===== src/rtl/sprite_line_engine.sv =====
// Sprite scanline engine: fetches the next line's sprite row into a line buffer during
// horizontal blank, then serves scaled pixels combinationally during active video.
module sprite_line_engine #(
   parameter int CIDXW       = 3,
   parameter int SPR_W_LOG2  = 5,
   parameter int SPR_H_LOG2  = 5,
   parameter int SCALE_LOG2  = 1,
   parameter int H_VIS_START = 144,
   parameter int H_VIS_END   = 784,
   parameter int V_TOTAL     = 525
) (
   input  logic                             clk,
   input  logic                             reset,
   input  logic [9:0]                       hCount,
   input  logic [9:0]                       vCount,
   input  logic                             spr_en,
   input  logic [9:0]                       spr_x,
   input  logic [9:0]                       spr_y,
   output logic [SPR_W_LOG2+SPR_H_LOG2-1:0] rom_addr,
   input  logic [CIDXW-1:0]                 rom_data,
   output logic                             spr_drawing,
   output logic [CIDXW-1:0]                 spr_indx,
   output logic                             busy
);
   localparam int SPR_W = 1 << SPR_W_LOG2;
   localparam int SPR_H = 1 << SPR_H_LOG2;

   typedef enum logic [1:0] {IDLE, ADDR, LAST} state_t;

   state_t                            state_q, state_d;
   logic [9:0]                        prev_h_q;
   logic [9:0]                        x_q, x_d;
   logic [SPR_H_LOG2-1:0]             row_q, row_d;
   logic [SPR_W_LOG2-1:0]             col_q, col_d;
   logic [SPR_W_LOG2+SPR_H_LOG2-1:0]  rom_addr_q, rom_addr_d;
   logic                              line_valid_q, line_valid_d;
   logic [CIDXW-1:0]                  buf_q [SPR_W];
   logic [CIDXW-1:0]                  buf_d [SPR_W];

   logic                              trig;
   logic [9:0]                        next_v;
   logic [10:0]                       rel, rel_s;
   logic                              in_range;
   logic [10:0]                       dx, dx_s;
   logic                              hit;
   logic [CIDXW-1:0]                  px;

   // One trigger per line: only the first clock that hCount sits on H_VIS_END.
   assign trig     = (hCount == 10'(H_VIS_END)) && (prev_h_q != 10'(H_VIS_END));
   assign next_v   = (vCount == 10'(V_TOTAL - 1)) ? 10'd0 : vCount + 10'd1;
   assign rel      = {1'b0, next_v} - {1'b0, spr_y};
   assign rel_s    = rel >> SCALE_LOG2;
   assign in_range = spr_en && (next_v >= spr_y) && (rel_s < 11'(SPR_H));

   always_comb begin
      state_d      = state_q;
      x_d          = x_q;
      row_d        = row_q;
      col_d        = col_q;
      rom_addr_d   = rom_addr_q;
      line_valid_d = line_valid_q;
      buf_d        = buf_q;
      case (state_q)
         IDLE: begin
            if (trig) begin
               x_d          = spr_x;
               line_valid_d = 1'b0;
               if (in_range) begin
                  state_d    = ADDR;
                  col_d      = '0;
                  row_d      = rel_s[SPR_H_LOG2-1:0];
                  rom_addr_d = {rel_s[SPR_H_LOG2-1:0], {SPR_W_LOG2{1'b0}}};
               end
            end
         end
         ADDR: begin
            // rom_data lags rom_addr by one clock, so it belongs to the previous column.
            if (col_q != '0) buf_d[col_q - 1'b1] = rom_data;
            if (col_q == '1) begin
               state_d = LAST;
            end else begin
               col_d      = col_q + 1'b1;
               rom_addr_d = {row_q, col_q + 1'b1};
            end
         end
         LAST: begin
            buf_d[col_q] = rom_data;
            line_valid_d = 1'b1;
            state_d      = IDLE;
         end
         default: state_d = IDLE;
      endcase
   end

   always_ff @(posedge clk or posedge reset) begin
      if (reset) begin
         state_q      <= IDLE;
         prev_h_q     <= '0;
         x_q          <= '0;
         row_q        <= '0;
         col_q        <= '0;
         rom_addr_q   <= '0;
         line_valid_q <= 1'b0;
         for (int i = 0; i < SPR_W; i++) buf_q[i] <= '0;
      end else begin
         state_q      <= state_d;
         prev_h_q     <= hCount;
         x_q          <= x_d;
         row_q        <= row_d;
         col_q        <= col_d;
         rom_addr_q   <= rom_addr_d;
         line_valid_q <= line_valid_d;
         buf_q        <= buf_d;
      end
   end

   // Draw path: hCount < x_q rejects left-of-sprite pixels so dx never wraps.
   assign dx   = {1'b0, hCount} - {1'b0, x_q};
   assign dx_s = dx >> SCALE_LOG2;
   assign hit  = line_valid_q && (hCount >= 10'(H_VIS_START)) && (hCount < 10'(H_VIS_END)) &&
                 (hCount >= x_q) && (dx_s < 11'(SPR_W));
   assign px   = buf_q[dx_s[SPR_W_LOG2-1:0]];

   assign spr_drawing = hit && (px != '0);
   assign spr_indx    = spr_drawing ? px : '0;
   assign rom_addr    = rom_addr_q;
   assign busy        = (state_q != IDLE);
endmodule


===== config.mk =====
export PLATFORM = sky130hd
export DESIGN_NAME = sprite_line_engine
export DESIGN_NICKNAME = d
export VERILOG_FILES = /design/src/rtl/sprite_line_engine.sv
export SDC_FILE = /design/constraint.sdc
export NUM_CORES = 1
export LEC_CHECK = 0
export CELL_PAD_IN_SITES_DETAIL_PLACEMENT = 1
export CELL_PAD_IN_SITES_GLOBAL_PLACEMENT = 1
export CORE_MARGIN = 4
export CORE_UTILIZATION = 55
export CTS_CLUSTER_DIAMETER = 50
export DETAILED_ROUTE_END_ITERATION = 10
export DONT_BUFFER_PORTS = 1
export GPL_ROUTABILITY_DRIVEN = 0
export PLACE_DENSITY = 0.85
export SLEW_MARGIN = 25
export SYNTH_ARGS = -nofsm -noshare
export SYNTH_HDL_FRONTEND = slang
export SYNTH_SLANG_ARGS = --single-unit

===== constraint.sdc =====
create_clock -name clk -period 8.75 [get_ports clk]
set_clock_uncertainty 0.15 [all_clocks]
set_input_delay 0.875 -clock clk [delete_from_list [all_inputs] [get_ports clk]]
set_output_delay 0.875 -clock clk [all_outputs]
set_load 0.005 [all_outputs]

==> results_dict.tcl <==
set metrics [dict create \
    cts-buffers-inserted 17 \
    nNetsFinal 768 \
    routedWlPerCell_um 27.98 \
    cp_cell_sequence "ha_1 > and3b_4 > o21ai_4 > a21oi_2 > o21a_1 > o211ai_1 > nand4b_1 > a2111oi_1 > nor2b_1" \
    track_usage_pct 31.77 \
    core_sq_um 13450 \
    place_ws_ns 3.749 \
    clkPwrFrac_pct 49.4 \
    syn2layout_area_growth_pct 10.59 \
    placedCellCount 848 \
    cpMaxStageDelayCell "a2111oi_1" \
    ir_drop_v 0.0001315 \
    critical_path.startpoint_type "input pin" \
    rsz0062_at_grt "no" \
    cp_max_fo 7 \
    fin_tns_setup_ns 0 \
    port_buffers 0 \
    tightest_slew_ns 1.127 \
    cp.arrival_ns 3.86 \
    dp_hpwl_mm 16.48 \
    dr.first_iter.drc_count 515 \
    postLayoutCoreUtil_pct 63.23 \
    drt-total-wl_mm 24.62 \
    fin_crit_ns 4.886 \
    synth_warnings 0 \
    htreeDepth 4 \
    slew_headroom_pct 24.69 \
    synth_edf_count 0 \
    ys_async_sr_fraction_pct 100.0 \
    crit_required_ns 7.73 \
    synth_flop_cell "dfrtp_1" \
    slew_violations 0 \
    p_per_area_nw_per_um2 197.9 \
    die-area_sq_um 15940 \
    post_cts_buffers 0 \
    synth.avg_cell_area_sq_um 11.02 \
    vias 5940 \
    max_cap_viol_count 0 \
    crit_family "compound AO/OA/AOI/OAI gates" \
    first_global_vias 6608 \
    clk_latency_ns 0.44 \
    num_rows 42 \
    cts_resized 0 \
    drive_gt1_share_pct 24.43 \
    hold_ws_ns 0.2733 \
    p_int_mw 1.260 \
    num_io_pins 61 \
    netlist-cell-type-count 67 \
    die_y_um 126.3 \
    crit_type "in2out" \
    synthTopCellsByCount "dfrtp_1, mux2_2, nand2_1" \
    antenna_cells 0 \
    clock_path_buffers 2 \
    status "finished, final reports clean" \
    vias_per_cell 6.750 \
    tritoncts "done" \
    seqPwrFrac_pct 38.6 \
    p_leak_nw 3.643 \
    initial_core_util_pct 57.17 \
    end_kind "output pin" \
    grt_pass1_wl_mm 38.82 \
    dr.pass1.iters 5 \
    yosysSeqAreaShare_pct 43.60 \
    clock-sinks 134 \
    grt_antenna_before_repair 0 \
    post-synth-top-count-cell "dfrtp_1" \
    drcViolationCount 0 \
    fp.dieW_um 126.3 \
    yosysTopAreaCell "dfrtp_1" \
    postRouteAntennaNets 0 \
    synth_top_cell_area_share_pct 43.60 \
    hp-class "in2async" \
    power_frac_comb_pct 12.0 \
    fill_cells 1388 \
    synthesis.area_sq_um 7691 \
    finalSetupViolCount 0 \
    cp_num_buf_inv 0 \
    max_freq_mhz 204.7 \
    fin_crit_sh_pct 55.84 \
    cts-root-buf "clkbuf_16" \
    p_sw_uw 422.9 \
    stdcell_count 880 \
    synth_seq_cells 134 \
    synth_nets 775 \
    cts.clk_slew.worst_paths_ns 0.06 \
    grt_start_max_net_pins 82 \
    final_hold_viol_count 0 \
    grt_overflow_total 0 \
    netlist_instances 698 \
    synthTopCellsByArea "dfrtp_1, mux2_2, mux4_2" \
    cts_hold_buffers 0 \
    worst_slack_ns 3.864 \
    critPathMaxStageDelay_ns 0.98 \
    switching_share_pct 25.13 \
]
[power by group through the flow]
stage	clock, mW	combinational [mW]	sequential (mW)
global route	0.861	0.218	0.650
detailed placement	0	0.192	0.659
CTS	0.831	0.200	0.649
floorplan	0	0.152	0.654
finish	0.832	0.202	0.649
global placement	0	0.178	0.658
[metal layers]
layer  share of wire [%]  up-vias  routed length, um  track usage [%]
li1                    -     2528                  -                -
met1                  39     3087               9643            39.14
met2                  51      264              12570            54.62
met3                 6.8       61               1676            7.917
met4                 3.0        0                734            10.98
met5                   0        -                  0                0
[stage by stage]
step / total power [mW] / area, sq um
3_3_place_gp: 0.8354 / 7831
2_1_floorplan: 0.8056 / 7691
6_report: 1.683 / 8506
3_5_place_dp: 0.8506 / 7831
4_1_cts: 1.679 / 8502
5_1_grt: 1.729 / 8506
[cell usage in the layout (no fill, tap or decap), types with 3 or more instances in the layout]
| cell | Yosys | layout |
|---|---|---|
| mux2_2 | 105 | 105 |
| or2_2 | 3 | 3 |
| nor4b_1 | 3 | 3 |
| a21oi_1 | 21 | 21 |
| mux4_2 | 17 | 17 |
| xor2_1 | 10 | 10 |
| nor4_1 | 5 | 5 |
| nand4_1 | 8 | 8 |
| dfrtp_1 | 134 | 134 |
| nor3_1 | 13 | 13 |
| nand3_1 | 12 | 12 |
| o21ai_0 | 27 | 27 |
| and2_1 | 12 | 12 |
| mux2i_1 | 13 | 13 |
| o21a_1 | 6 | 6 |
| xnor2_1 | 8 | 8 |
| a211oi_1 | 3 | 3 |
| or3_1 | 3 | 3 |
| nand2b_1 | 8 | 8 |
| o211ai_1 | 5 | 5 |
| and3_1 | 6 | 6 |
| nand2_1 | 50 | 50 |
| a22oi_1 | 17 | 17 |
| buf_4 | 0 | 4 |
| bufinv_16 | 0 | 6 |
| o22ai_1 | 13 | 13 |
| nor2_1 | 38 | 38 |
| nor3b_1 | 5 | 5 |
| inv_1 | 36 | 35 |
| clkbuf_16 | 0 | 17 |
| nor2b_1 | 8 | 8 |
| ha_1 | 29 | 29 |
| a31oi_1 | 4 | 4 |
[sequential cells by signal (all words and copies together) (netlist names)]
signal        count
buf_q            96
prev_h_q         10
x_q              10
rom_addr          6
row_q             5
col_q             4
state_q           2
line_valid_q      1
[cells by family (layout without fill, tap and decap cells)]
kind of cell               Yosys count  after routing  synth area share (%)
and+or+nand+nor                    185            185                 12.23
muxes                              135            135                 22.04
DFF                                134            134                 43.60
AOI/OAI and AO/OA                  126            126                 11.32
buffers and inverters               69             75                 3.514
adders and majority gates           31             31                 5.238
xor gates and xnor gates            18             18                 2.050
[path summary, 6_finish.rpt]
path,to,slack [ns],cells past startpoint,start
max in group asynchronous,buf_q[81]$_DFFE_PP0P_,6.97,2,reset
min in group clk,prev_h_q[7]$_DFF_PP0_,0.32,0,hCount[7]
hold / removal,line_valid_q$_DFFE_PP0P_,0.27,1,reset
setup reg to reg,row_q[2]$_DFFE_PP0P_,5.18,8,state_q[1]$_DFFE_PP0P_
setup / recovery,spr_indx[2],3.86,9,hCount[2]
hold reg to reg,buf_q[56]$_DFFE_PP0P_,0.36,1,buf_q[56]$_DFFE_PP0P_
[cell type report]
class	instances	area, sq um	area share [%]
Inverter	38	145.1	1.706
Clock buffer	20	446.7	5.252
Tap cell	176	220.2	2.589
Clock inverter	12	224.0	2.633
Timing Repair Buffer	5	41.29	0.4854
Sequential cell	134	3353	39.42
Multi-Input combinational cell	495	4075	47.91
Note: power is estimated with default switching activity, not from simulation.
==> variant, RTL diff (same settings) <==
Make the reset (`reset`) synchronous in one clocked block.
--- a/src/rtl/sprite_line_engine.sv
+++ b/src/rtl/sprite_line_engine.sv
@@ -94,3 +94,3 @@
 
-   always_ff @(posedge clk or posedge reset) begin
+   always_ff @(posedge clk) begin
       if (reset) begin
Check against the original RTL: differs if reset is asserted again (counterexample within 4 cycles, from zero or initial values and one cycle with reset high); with reset held inactive, the same outputs for 4 cycles.
==> variant against the original RTL <==
  * Hold slack better by 47 ps
  * Area after synthesis up 0.80%
  * Cell count up 17%
  * Die area up 0.75%
  * Total power down 13%
  * Final area down 0.93%
  * Clock power down 13%
  * Fmax down 16%
  * Sequential cell count unchanged
  * Combinational power down 36%
  * Worst setup slack worse by 930 ps
  * Synthesized cell count up 23%
  * Non-clock buffer count down 2
  * Routed wire length up 0.91%
  * Highest routed layer unchanged
==> variant: results (changes against the original RTL) <==
HP Class -> flip-flop to flip-flop
Pre-Repair DR Iteration Count -> 7 (+2)
Crit-path slowest cell -> xnor2_2
Net switching power -> 0.000378 W (-11%)
DP Cell Count -> 996 (+17%)
Met3 global-route usage -> 7.45% (-0.46 points)
Top post-synthesis cells by area -> dfxtp_1, mux2i_1, nor2_1, ha_1, mux4_2
Most frequent cells after synthesis -> nor2_1, dfxtp_1, mux2i_1, clkbuf_1, inv_1
Layout fillers -> 1,564 (+13%)
M1 GR Usage -> 36.9% (-2.2 points)
DR iter-0 viols -> 624 (+21%)
Pin count of the biggest net entering global routing -> 141 (+72%)
Drt wl/cell -> 24.2 µm (-14%)
Synth unique cells -> 63 (-6.0%)
Peak supply drop -> 0.000165 V (+26%)
Met2 Use GR -> 54.5% (-0.13 points)
Share of layout cells above drive strength 1 -> 9.79% (-15 points)
Worst Tran Pin Value -> 1010 ps (-119 ps)
DRT met1 WL -> 9590 µm (-0.59%)
Placed cell area -> 0.00783 mm² (about the same)
Syn_nets -> 936 (+21%)
Final Core Density -> 60.9% (-2.3 points)
Syn avg cell area -> 9.02 µm² (-18%)
Final wirelength -> 24,800 µm (+0.91%)
Arrival time of the worst setup path -> 4790 ps (+930 ps)
CP Max Fanout -> 15 (+8)
Worst slack, placed -> 3060 ps (-687 ps)
Synth Flop Type -> dfxtp_1
CP top delay family -> multiplexers
First-pass GRT wire length -> 40,100 µm (+3.2%)
Outcome -> finished, final reports clean
Nets -> 912 (+19%)
DR vias/cell -> 6.62 (-1.9%)
Sequential-to-total area share from yosys stat -> 34.6% (-9.0 points)
Leakage power of the design -> 3.24 nW (-11%)
==> variant: cell types whose count changed in the layout (fill, tap and decap cells not counted), sizes merged, moves of 16 or more <==
| cell | before | now |
|---|---|---|
| nor2b | 8 | 28 |
| mux2 | 105 | 17 |
| dfrtp | 134 | 0 |
| mux2i | 13 | 111 |
| nor2 | 39 | 141 |
| dfxtp | 0 | 134 |
| o22ai | 13 | 31 |
| a22oi | 17 | 1 |
| nand2 | 50 | 31 |
==> variant: cell type report <==
cell class / instances / area share [%]
clock buffers: 19 / 5.26
clock inverters: 13 / 1.74
inverters: 33 / 1.47
multi-input cells: 646 / 56.8
flip-flops and latches: 134 / 31.8
well taps: 180 / 2.67
repair buffers: 3 / 0.267
==> variant: logic make-up (layout without fill, tap and decap cells) <==
family | after synthesis | in the layout | share of synthesized area [%]
xor+xnor | 21 | 21 | 2.47
simple gates | 303 | 303 | 18.9
mux | 146 | 146 | 22.1
fa+ha+maj | 31 | 31 | 5.20
buf+inv | 79 | 68 | 3.86
compound gates | 145 | 145 | 12.9
flops | 134 | 134 | 34.6
==> variant: power groups by stage <==
stage | clock, W | sequential (W) | combinational, W
3_3_place_gp | 0 | 0.000627 | 0.000118
2_1_floorplan | 0 | 0.000627 | 0.000110
4_1_cts | 0.000731 | 0.000614 | 0.000129
3_5_place_dp | 0 | 0.000627 | 0.000126
6_report | 0.000727 | 0.000614 | 0.000130
5_1_grt | 0.000766 | 0.000613 | 0.000143
==> variant: path summary, 6_finish.rpt <==
kind,cells after the start,endpoint,slack [ps],startpoint
worst max-delay path,11,spr_drawing,2940,hCount[0]
worst min-delay path,2,row_q[3],320,row_q[3]
worst max register to register,8,row_q[0],5370,state_q[1]
worst min register to register,2,row_q[3],320,row_q[3]
